===== src/rtl/axis_burst_gen_pkg.sv =====
// axis_burst_gen_pkg -- shared types and helpers for the parallel AXI-stream burst source.
// Rev 1.0
`default_nettype none

package axis_burst_gen_pkg;

   typedef enum logic [1:0] {
      ST_IDLE   = 2'd0,
      ST_SEND   = 2'd1,
      ST_FINISH = 2'd2
   } state_e;

   localparam logic [31:0] C_LFSR16_TAPS = 32'h0000_B400;

   // Galois feedback masks for maximal-length sequences at common widths.
   function automatic logic [31:0] lfsr_taps(input int unsigned width);
      case (width)
         8:       return 32'h0000_00B8;
         16:      return C_LFSR16_TAPS;
         24:      return 32'h00E1_0000;
         32:      return 32'h8020_0003;
         default: return C_LFSR16_TAPS;
      endcase
   endfunction

   // Channel number in the upper half, sample index in the lower half.
   function automatic logic [63:0] data_tag(input logic [31:0] ch,
                                            input logic [63:0] idx,
                                            input int unsigned dwidth);
      logic [63:0] mask;
      mask = (64'd1 << (dwidth / 2)) - 64'd1;
      return ({32'd0, ch} << (dwidth / 2)) | (idx & mask);
   endfunction

endpackage

`default_nettype wire


===== src/rtl/axis_parallel_burst_gen_lfsr_gen.sv =====
// lfsr_gen -- right-shifting Galois LFSR with synchronous reload and step enable.
// Rev 1.0
`default_nettype none

module lfsr_gen #(
   parameter int               WIDTH = 16,
   parameter logic [WIDTH-1:0] SEED  = 'h1,
   parameter logic [WIDTH-1:0] TAPS  = 'h1
) (
   input  logic             clk_i,
   input  logic             reset_n_i,
   input  logic             en_i,
   input  logic             reload_i,
   output logic [WIDTH-1:0] out_o
);

   logic [WIDTH-1:0] lfsr_q, lfsr_d;

   always_comb begin
      lfsr_d = lfsr_q;
      if (reload_i) begin
         lfsr_d = SEED;
      end else if (en_i) begin
         lfsr_d = (lfsr_q >> 1) ^ (lfsr_q[0] ? TAPS : '0);
      end
   end

   always_ff @(posedge clk_i or negedge reset_n_i) begin
      if (!reset_n_i) begin
         lfsr_q <= SEED;
      end else begin
         lfsr_q <= lfsr_d;
      end
   end

   assign out_o = lfsr_q;

endmodule

`default_nettype wire


===== src/rtl/axis_parallel_burst_gen.sv =====
// axis_parallel_burst_gen -- multi-channel AXI-stream ramp burst source.
// Rev 1.0
`default_nettype none

module axis_parallel_burst_gen
   import axis_burst_gen_pkg::*;
#(
   parameter int                    DWIDTH      = 32,
   parameter int                    CHANNELS    = 2,
   parameter int                    COUNT_WIDTH = 16,
   parameter int                    LFSR_WIDTH  = 16,
   parameter logic [LFSR_WIDTH-1:0] LFSR_SEED   = 16'hACE1
) (
   input  logic                         clk_i,
   input  logic                         reset_n_i,
   input  logic                         start_i,
   input  logic                         abort_i,
   input  logic [COUNT_WIDTH-1:0]       n_samples_i,
   input  logic                         rand_arrivals_i,
   input  logic                         ignore_ready_i,
   output logic [CHANNELS*DWIDTH-1:0]   data_o,
   output logic [CHANNELS-1:0]          valid_o,
   input  logic [CHANNELS-1:0]          ready_i,
   output logic [CHANNELS-1:0]          last_o,
   output logic                         busy_o,
   output logic                         done_o,
   output logic                         aborted_o,
   output logic [CHANNELS-1:0]          ch_done_o
);

   localparam logic [LFSR_WIDTH-1:0] C_TAPS = LFSR_WIDTH'(lfsr_taps(LFSR_WIDTH));

   state_e                  state_q, state_d;
   logic [COUNT_WIDTH-1:0]  n_samples_q, n_samples_d;
   logic                    rand_q, rand_d;
   logic                    ign_q, ign_d;
   logic                    zero_done_q, zero_done_d;
   logic                    aborted_q, aborted_d;
   logic [CHANNELS-1:0]     ch_done_d;
   logic [LFSR_WIDTH-1:0]   lfsr;
   logic                    start_go;
   logic                    sending;

   assign start_go = (state_q == ST_IDLE) && start_i;
   assign sending  = (state_q == ST_SEND);

   lfsr_gen #(
      .WIDTH (LFSR_WIDTH),
      .SEED  (LFSR_SEED),
      .TAPS  (C_TAPS)
   ) u_lfsr (
      .clk_i     (clk_i),
      .reset_n_i (reset_n_i),
      .en_i      (sending),
      .reload_i  (start_go),
      .out_o     (lfsr)
   );

   if (CHANNELS < LFSR_WIDTH) begin : g_lfsr_spare
      logic lfsr_spare_unused;
      assign lfsr_spare_unused = ^lfsr[LFSR_WIDTH-1:CHANNELS];
   end

   // ---------------- FSM ----------------
   always_ff @(posedge clk_i or negedge reset_n_i) begin
      if (!reset_n_i) begin
         state_q <= ST_IDLE;
      end else begin
         state_q <= state_d;
      end
   end

   always_comb begin
      state_d = state_q;
      case (state_q)
         ST_IDLE:   if (start_i && (n_samples_i != '0)) state_d = ST_SEND;
         ST_SEND: begin
            if (abort_i)           state_d = ST_IDLE;
            else if (&ch_done_d)   state_d = ST_FINISH;
         end
         ST_FINISH: state_d = ST_IDLE;
         default:   state_d = ST_IDLE;
      endcase
   end

   always_comb begin
      busy_o    = (state_q == ST_SEND);
      done_o    = (state_q == ST_FINISH) || zero_done_q;
      aborted_o = aborted_q;
   end

   // ---------------- burst configuration ----------------
   always_comb begin
      n_samples_d = n_samples_q;
      rand_d      = rand_q;
      ign_d       = ign_q;
      if (start_go) begin
         n_samples_d = n_samples_i;
         rand_d      = rand_arrivals_i;
         ign_d       = ignore_ready_i;
      end
      zero_done_d = start_go && (n_samples_i == '0);
      aborted_d   = sending && abort_i;
   end

   always_ff @(posedge clk_i or negedge reset_n_i) begin
      if (!reset_n_i) begin
         n_samples_q <= '0;
         rand_q      <= 1'b0;
         ign_q       <= 1'b0;
         zero_done_q <= 1'b0;
         aborted_q   <= 1'b0;
      end else begin
         n_samples_q <= n_samples_d;
         rand_q      <= rand_d;
         ign_q       <= ign_d;
         zero_done_q <= zero_done_d;
         aborted_q   <= aborted_d;
      end
   end

   // ---------------- per-channel beat generation ----------------
   for (genvar i = 0; i < CHANNELS; i++) begin : g_ch
      logic [COUNT_WIDTH-1:0] idx_q, idx_d;
      logic [DWIDTH-1:0]      data_q, data_d;
      logic                   valid_q, valid_d;
      logic                   last_q, last_d;
      logic                   done_q, done_d;
      logic                   xfer;

      always_comb begin
         xfer    = valid_q && (ready_i[i] || ign_q);
         idx_d   = idx_q;
         data_d  = data_q;
         valid_d = valid_q;
         last_d  = last_q;
         done_d  = done_q;
         if (start_go) begin
            idx_d  = '0;
            done_d = 1'b0;
         end else if (sending) begin
            if (xfer) begin
               if (last_q) done_d = 1'b1;
               else        idx_d  = idx_q + COUNT_WIDTH'(1);
               valid_d = 1'b0;
               last_d  = 1'b0;
            end
            // A new beat is only launched into an empty slot, so the LFSR never withdraws one.
            if (!valid_d && !done_d && (!rand_q || lfsr[i]) && !abort_i) begin
               valid_d = 1'b1;
               last_d  = (idx_d == n_samples_q - COUNT_WIDTH'(1));
               data_d  = DWIDTH'(data_tag(32'(i), 64'(idx_d), DWIDTH));
            end
            if (abort_i) begin
               valid_d = 1'b0;
               last_d  = 1'b0;
            end
         end
      end

      always_ff @(posedge clk_i or negedge reset_n_i) begin
         if (!reset_n_i) begin
            idx_q   <= '0;
            data_q  <= '0;
            valid_q <= 1'b0;
            last_q  <= 1'b0;
            done_q  <= 1'b0;
         end else begin
            idx_q   <= idx_d;
            data_q  <= data_d;
            valid_q <= valid_d;
            last_q  <= last_d;
            done_q  <= done_d;
         end
      end

      assign ch_done_d[i]                 = done_d;
      assign ch_done_o[i]                 = done_q;
      assign valid_o[i]                   = valid_q;
      assign last_o[i]                    = last_q;
      assign data_o[i*DWIDTH +: DWIDTH]   = data_q;
   end

endmodule

`default_nettype wire


===== config.mk =====
export PLATFORM = sky130hd
export DESIGN_NAME = axis_parallel_burst_gen
export DESIGN_NICKNAME = d
export VERILOG_FILES = /design/src/rtl/axis_burst_gen_pkg.sv /design/src/rtl/axis_parallel_burst_gen_lfsr_gen.sv /design/src/rtl/axis_parallel_burst_gen.sv
export SDC_FILE = /design/constraint.sdc
export NUM_CORES = 1
export LEC_CHECK = 0
export ABC_AREA = 0
export CAP_MARGIN = 20
export CORE_MARGIN = 2
export CORE_UTILIZATION = 50
export DETAILED_ROUTE_END_ITERATION = 8
export GPL_ROUTABILITY_DRIVEN = 0
export PLACE_DENSITY = 0.75
export SLEW_MARGIN = 15
export SYNTH_ARGS = -nofsm -noshare
export SYNTH_HDL_FRONTEND = slang
export SYNTH_SLANG_ARGS = --single-unit

===== constraint.sdc =====
create_clock -name clk_i -period 6.5 [get_ports clk_i]
set_input_delay 0.975 -clock clk_i [delete_from_list [all_inputs] [get_ports clk_i]]
set_output_delay 0.975 -clock clk_i [all_outputs]
set_load 0.005 [all_outputs]

==> results by group, run 1 <==
GRT
  • Vias in the first global route: 4764
  • Initial antenna violation count: 0
  • GRT overflow: 0
  • First-pass GRT wire length: 24100 µm
  • Largest net degree at the start of global routing: 61
  • Total track usage: 23.5%

Setup path
  • Slowest CP cell: nor3_1
  • Crit path DAT: 3.78 ns
  • Most Frequent Cell on Critical Path: xnor2_1
  • CP top delay family: simple AND/OR/NAND/NOR gates
  • Largest stage delay, worst path: 0.74 ns
  • CP Max Fanout: 9
  • Critical path launch point type: primary input
  • Crit path capture type: register
  • CP Cell Sequence: clkdlybuf4s50_1, o21ai_1, nor3_1, xnor2_1, xnor2_1, nor4_1, nand4_1, o41ai_2
  • Buf+Inv Stages, Crit Path: 1
  • Crit Path Class: primary input to register
  • CP required: 6.75 ns

Synthesis
  • Synth top area share: 41.5%
  • Post-synthesis register bit count: 109
  • Distinct cells, synth: 51
  • Ys Warns: 0
  • Post-synth EDFFs: 0
  • Cell area after synthesis: 6080 µm²
  • Synth async-reset ratio: 100%
  • Count leader, synth: nand2_1
  • Syn avg cell area: 8.87 µm²
  • Register area share after synthesis: 45.0%
  • Post-Syn Instances: 686
  • Synth area leaders: dfrtp_1 42%, nand2_1 8.4%, xnor2_1 8.1%
  • Post-synth top flop: dfrtp_1
  • Leading area contributor after synthesis: dfrtp_1
  • Post-synth top cells: 136 x nand2_1, 101 x dfrtp_1, 82 x o21ai_0

Min path
  • Hold/Removal Path Class: register to register

Placed design
  • Pre-CTS setup slack: 2.66 ns
  • Post-DP HPWL: 10700 µm
  • Port bufs: 65

Drt
  • Initial drt markers: 394
  • Post-Route WL: 14900 µm
  • Vias/cell: 5.82
  • Antenna viol nets, final: 0
  • Pre-Repair DR Iteration Count: 5
  • DRC: 0
  • Routed vias: 5125
  • WL/cell: 16.9 µm

Timing
  • Final setup margin: 2.98 ns
  • Final hold violation count: 0
  • Fmax achieved: 284 MHz
  • Setup Viol. Count Final: 0
  • Setup TNS: 0 ns
  • RSZ-0062 raised after global routing: no
  • Worst slew pin tran: 0.971 ns
  • Minimum clock period: 3.52 ns
  • Max-slew violations: 0
  • Worst relative slew slack: 35.3%
  • Tcrit/Tclk final: 54.2%
  • Worst Clk Skew: 0.00637 ns

Floorplanning
  • Starting Density: 50.9%
  • Floorplan row count: 40
  • Die Y: 114 µm
  • Core area: 12000 µm²
  • Die area: 13100 µm²
  • I/O pin total: 97
  • Die width: 114 µm

Power and ir drop
  • Seq pwr share: 46.0%
  • PwrDens: 270 nW/µm²
  • Sw power: 626 µW
  • Combinational share of power: 25.9%
  • P_int: 1250 µW
  • Sw frac: 33.4%
  • Pleak: 0.00290 µW
  • VDD IR-drop max: 0.151 mV
  • Clock network power share: 28.1%

Cells and area
  • # nets final: 755
  • Layout cell share with drive strength beyond 1: 5.46%
  • # diodes: 0
  • Final Util: 58.0%
  • Layout area overhead: 14.1%

Clock tree
  • CTS Buf Count: 9
  • Worst skew pair latency: 0.36 ns
  • CTS Sinks: 109
  • Bufs on Longest Clock Path: 2
  • # resized after CTS: 0
  • H-Tree Depth: 3
  • Clock transition at path regs: 0.07 ns
  • CTS tree: built
  • Post-CTS Hold Buffers: 0
  • # Post-CTS Setup Buffers: 0
  • Root Driver: clkbuf_16

Run
  • Max cap viols: 0

Run status
  • Status: completed
[power by group through the flow]
stage	logic (µW)	registers [µW]	clock network (µW)
3_5_place_dp	479	873	0
4_1_cts	482	860	539
3_3_place_gp	467	866	0
5_1_grt	535	873	562
2_1_floorplan	359	840	0
6_report	486	862	528
[path summary, 6_finish.rpt]
| check | startpoint | to | slack (ns) | cells after the start |
|---|---|---|---|---|
| setup / recovery | ready_i[1] | g_ch[1].last_q | 2.98 | 8 |
| hold / removal | g_ch[1].data_q[16] | g_ch[1].data_q[16] | 0.47 | 1 |
| setup reg to reg | n_samples_q[0] | g_ch[0].last_q | 3.34 | 9 |
| hold reg to reg | g_ch[1].data_q[16] | g_ch[1].data_q[16] | 0.47 | 1 |
| max in group asynchronous | reset_n_i | n_samples_q[11] | 4.66 | 2 |
| min in group asynchronous | reset_n_i | g_ch[0].idx_q[4] | 0.63 | 1 |
[registers in the layout (all words and copies together), names as in the netlist]
name	count
ign_q	1
aborted_o	1
zero_done_q	1
rand_q	1
g_ch.last_q	2
g_ch.idx_q	32
state_q	2
g_ch.done_q	2
g_ch.valid_q	2
n_samples_q	16
u_lfsr.out_o	16
g_ch.data_q	33
[placed cells by master (no fill, tap or decap), types with 3 or more instances in the layout]
master	instances
mux2i_1	6
buf_4	8
nand2_1	136
nor2_1	36
nor3_1	18
dfstp_2	8
nand2b_1	3
clkdlybuf4s50_1	64
o21ai_0	82
dfrtp_1	101
nand3_1	30
xnor2_1	56
inv_1	11
a31oi_1	6
and2_1	5
nor4_1	14
conb_1	31
a21oi_1	5
o211ai_1	4
mux2_2	5
nand4_1	14
clkbuf_16	9
or4_1	3
and3_1	7
ha_1	3
o31ai_1	10
xor2_1	19
and4_1	3
[area by class of cell]
class                           instances  area, µm²
Clock buffer                           12        246
Tap cell                              147        184
Clock inverter                          4       32.5
Sequential cell                       109       2740
Multi-Input combinational cell        525       3000
Timing Repair Buffer                   72        701
Fill cell                            1032       5020
Inverter                               11       41.3
[stage by stage]
stage / hold WS (ns) / std cells / total power (µW) / instance area [µm²]
detailed placement: 0.461 / 864 / 1350 / 6660
CTS: 0.480 / 880 / 1880 / 6940
floorplan: 0.438 / 716 / 1200 / 6200
global placement: 0.448 / 864 / 1330 / 6660
global route: 0.483 / 880 / 1970 / 6940
finish: 0.469 / 880 / 1880 / 6940
[logic make-up after synthesis]
logic type / after synthesis / synth area share, %
mux: 11 / 1.91
xor+xnor: 77 / 11.6
fa+ha+maj: 3 / 0.617
simple gates: 281 / 21.6
other cells: 1 / 0.0616
flops: 109 / 45.0
buf+inv: 82 / 7.61
compound gates: 122 / 11.7
[layer usage]
layer | wire length [µm] | GRT usage, % | part of all wire (%) | vias up
met2 | 6840 | 36.1 | 46 | 251
met4 | 525 | 12.2 | 3.5 | 0
met3 | 1100 | 3.71 | 7.4 | 47
li1 | - | - | - | 2374
met1 | 6390 | 32.3 | 43 | 2453
met5 | 0 | 0 | 0 | -
Note: power is estimated with default switching activity, not from simulation.
==> run 2, diff against run 1 <==
- clock period: 6.5 -> 3.45 ns (I/O delays scaled with it)
==> run 2 against run 1 <==
Net effect:
- combinational power up 94%
- sequential cell count unchanged
- final area is 1.3% higher
- register-to-register slack got worse by 2.9 ns
- sequential share of layout area decreased by 0.51 points
- first-iteration DRC count shrank 15%
- non-clock buffer count increased by 6
==> results by group, run 2 (synthesis gave the netlist of run 1 again) <==
Floorplanning
  • Die width: 114 µm (unchanged)
  • I/O pin total: 97 (unchanged)
  • Core area: 12000 µm² (unchanged)
  • Floorplan row count: 40 (unchanged)
  • Starting Density: 50.9% (unchanged)
  • Die area: 13100 µm² (unchanged)
  • Die Y: 114 µm (unchanged)

Timing
  • Setup Viol. Count Final: 0 (unchanged)
  • Max-slew violations: 0 (unchanged)
  • Tcrit/Tclk final: 86.2%
  • Fin Hold WS: 0.279 ns (-0.190 ns)
  • Worst slew pin tran: 0.920 ns (-0.0504 ns)
  • Setup TNS: 0 ns (unchanged)
  • RSZ-0062 raised after global routing: no
  • Worst relative slew slack: 38.6% (+3.4 points)
  • Minimum clock period: 2.97 ns
  • Worst Clk Skew: 0.00382 ns (-0.00254 ns)
  • Final hold violation count: 0 (unchanged)
  • Fmax achieved: 336 MHz

Setup path
  • Reg-to-reg slack, setup: 0.48 ns (-2.86 ns)
  • R2r endpoint: g_ch[1].last_q
  • R2R depth: 9 (unchanged)
  • Crit path capture type: register
  • Largest stage delay, worst path: 0.67 ns (-0.07 ns)
  • CP Cell Sequence: inv_1, ha_1, or4b_2, nor2_1, xor2_1, xnor2_1, nor4_1, nand4_1, o41ai_2
  • CP startpoint: n_samples_q[0]
  • CP Max Fanout: 5 (-4)
  • Crit Path Class: register to register
  • CP required: 3.70 ns (-3.05 ns)
  • Critical path launch point type: register
  • Slowest CP cell: or4b_2
  • Crit path DAT: 3.22 ns (-0.56 ns)
  • Origin of the critical flop-to-flop path: n_samples_q[0]

Placed design
  • Port bufs: 65 (unchanged)
  • Dpl cell area: 6710 µm² (+0.68%)
  • Post-DP HPWL: 10900 µm (+2.0%)
  • Cells after DPL: 870 (+0.69%)

Cells and area
  • Finished Layout Cells: 886 (+0.68%)
  • Most frequent cells in the layout: 136 x nand2_1, 101 x dfrtp_1, 82 x o21ai_0
  • Commonest non-fill, non-tap cell in the layout: nand2_1
  • Max reg flops: 33 (unchanged)
  • Layout area overhead: 15.6%
  • Layout cell share with drive strength beyond 1: 6.50% (+1.0 points)
  • # diodes: 0 (unchanged)
  • FILL cells: 1012 (-1.9%)
  • # nets final: 761 (+0.79%)
  • Final instance area: 7030 µm² (+1.3%)
  • Top Registers: g_ch.data_q x33, g_ch.idx_q x32
  • Biggest register: g_ch.data_q

Power and ir drop
  • Pleak: 0.00296 µW (+2.0%)
  • PwrDens: 523 nW/µm² (+94%)
  • VDD IR-drop max: 0.251 mV (+67%)
  • Total power: 3680 µW (+96%)

Drt
  • Initial drt markers: 334 (-15%)
  • Vias/cell: 5.67 (-2.6%)
  • Routed vias: 5027 (-1.9%)
  • Pre-Repair DR Iteration Count: 5 (unchanged)
  • Post-Route WL: 15100 µm (+1.7%)
  • Antenna viol nets, final: 0 (unchanged)
  • DRC: 0 (unchanged)
  • WL/cell: 17.1 µm (+1.0%)

GRT
  • Total track usage: 24.0% (+0.52 points)
  • Initial antenna violation count: 0 (unchanged)
  • GRT overflow: 0 (unchanged)
  • Vias in the first global route: 4823 (+1.2%)
  • First-pass GRT wire length: 24600 µm (+2.4%)
  • Largest net degree at the start of global routing: 74 (+21%)

Clock tree
  • # resized after CTS: 0 (unchanged)
  • H-Tree Depth: 3 (unchanged)
  • CTS Buf Count: 9 (unchanged)
  • CTS Sinks: 109 (unchanged)
  • Post-CTS Hold Buffers: 0 (unchanged)
  • # Post-CTS Setup Buffers: 0 (unchanged)
  • Worst skew pair latency: 0.35 ns (about the same)
  • CTS tree: built
  • Bufs on Longest Clock Path: 2 (unchanged)
  • Root Driver: clkbuf_16
  • Clock transition at path regs: 0.07 ns (about the same)

Min path
  • Hold/Removal Path Class: primary input to asynchronous set/reset pin

Run status
  • Status: completed

Run
  • Max cap viols: 0 (unchanged)
## run 2: cell count changes in the layout (fill, tap and decap cells not counted), sizes merged
cell and change:
inv -1, buf +6, bufinv +2, clkbuf -2
clkinvlp -1, clkinv +2
## run 2: through the flow
step | utilization (%) | worst slack, ns
finish | 58.8 | 0.477
global route | 58.8 | 0.345
CTS | 58.8 | 0.498
detailed placement | 56.1 | 0.325
global placement | 56.1 | 0.483
floorplan | - | 0.890
## run 2: metal layers
metal  routed length [µm]  GRT usage, %
met4                  557          11.0
met5                    0             0
met1                 6260          32.5
met2                 7270          38.2
met3                 1010          3.92
## run 2: report_power, final
part / internal (µW) / switching [µW]
Clock: 655 / 467
Combinational: 396 / 548
Sequential: 1460 / 159
Total: 2510 / 1170
## run 2: how the worst max path moves through the flow
stage / endpoint / cells past startpoint / slack [ns]
after detailed placement: g_ch[1].last_q / 9 / 0.32
final: g_ch[1].last_q / 9 / 0.48
after global placement: g_ch[1].last_q / 9 / 0.48
after CTS: g_ch[1].last_q / 9 / 0.50
after floorplan: g_ch[1].last_q / 9 / 0.89
after global routing: g_ch[0].last_q / 8 / 0.35
## run 2: final cells by class
class,count,area [µm²],area share (%)
Tap cell,147,184,2.62
Inverter,11,41.3,0.587
Multi-Input combinational cell,525,3000,42.6
Sequential cell,109,2740,38.9
Clock buffer,10,239,3.40
Timing Repair Buffer,78,746,10.6
Clock inverter,6,86.3,1.23
## run 2: critical path: cells and delay by family (launching register included)
family          cells  cell delay (ns)
xor+xnor            2             0.42
flops               1             0.42
buf+inv             1             0.13
simple gates        4             1.35
fa+ha+maj           1             0.21
compound gates      1             0.33
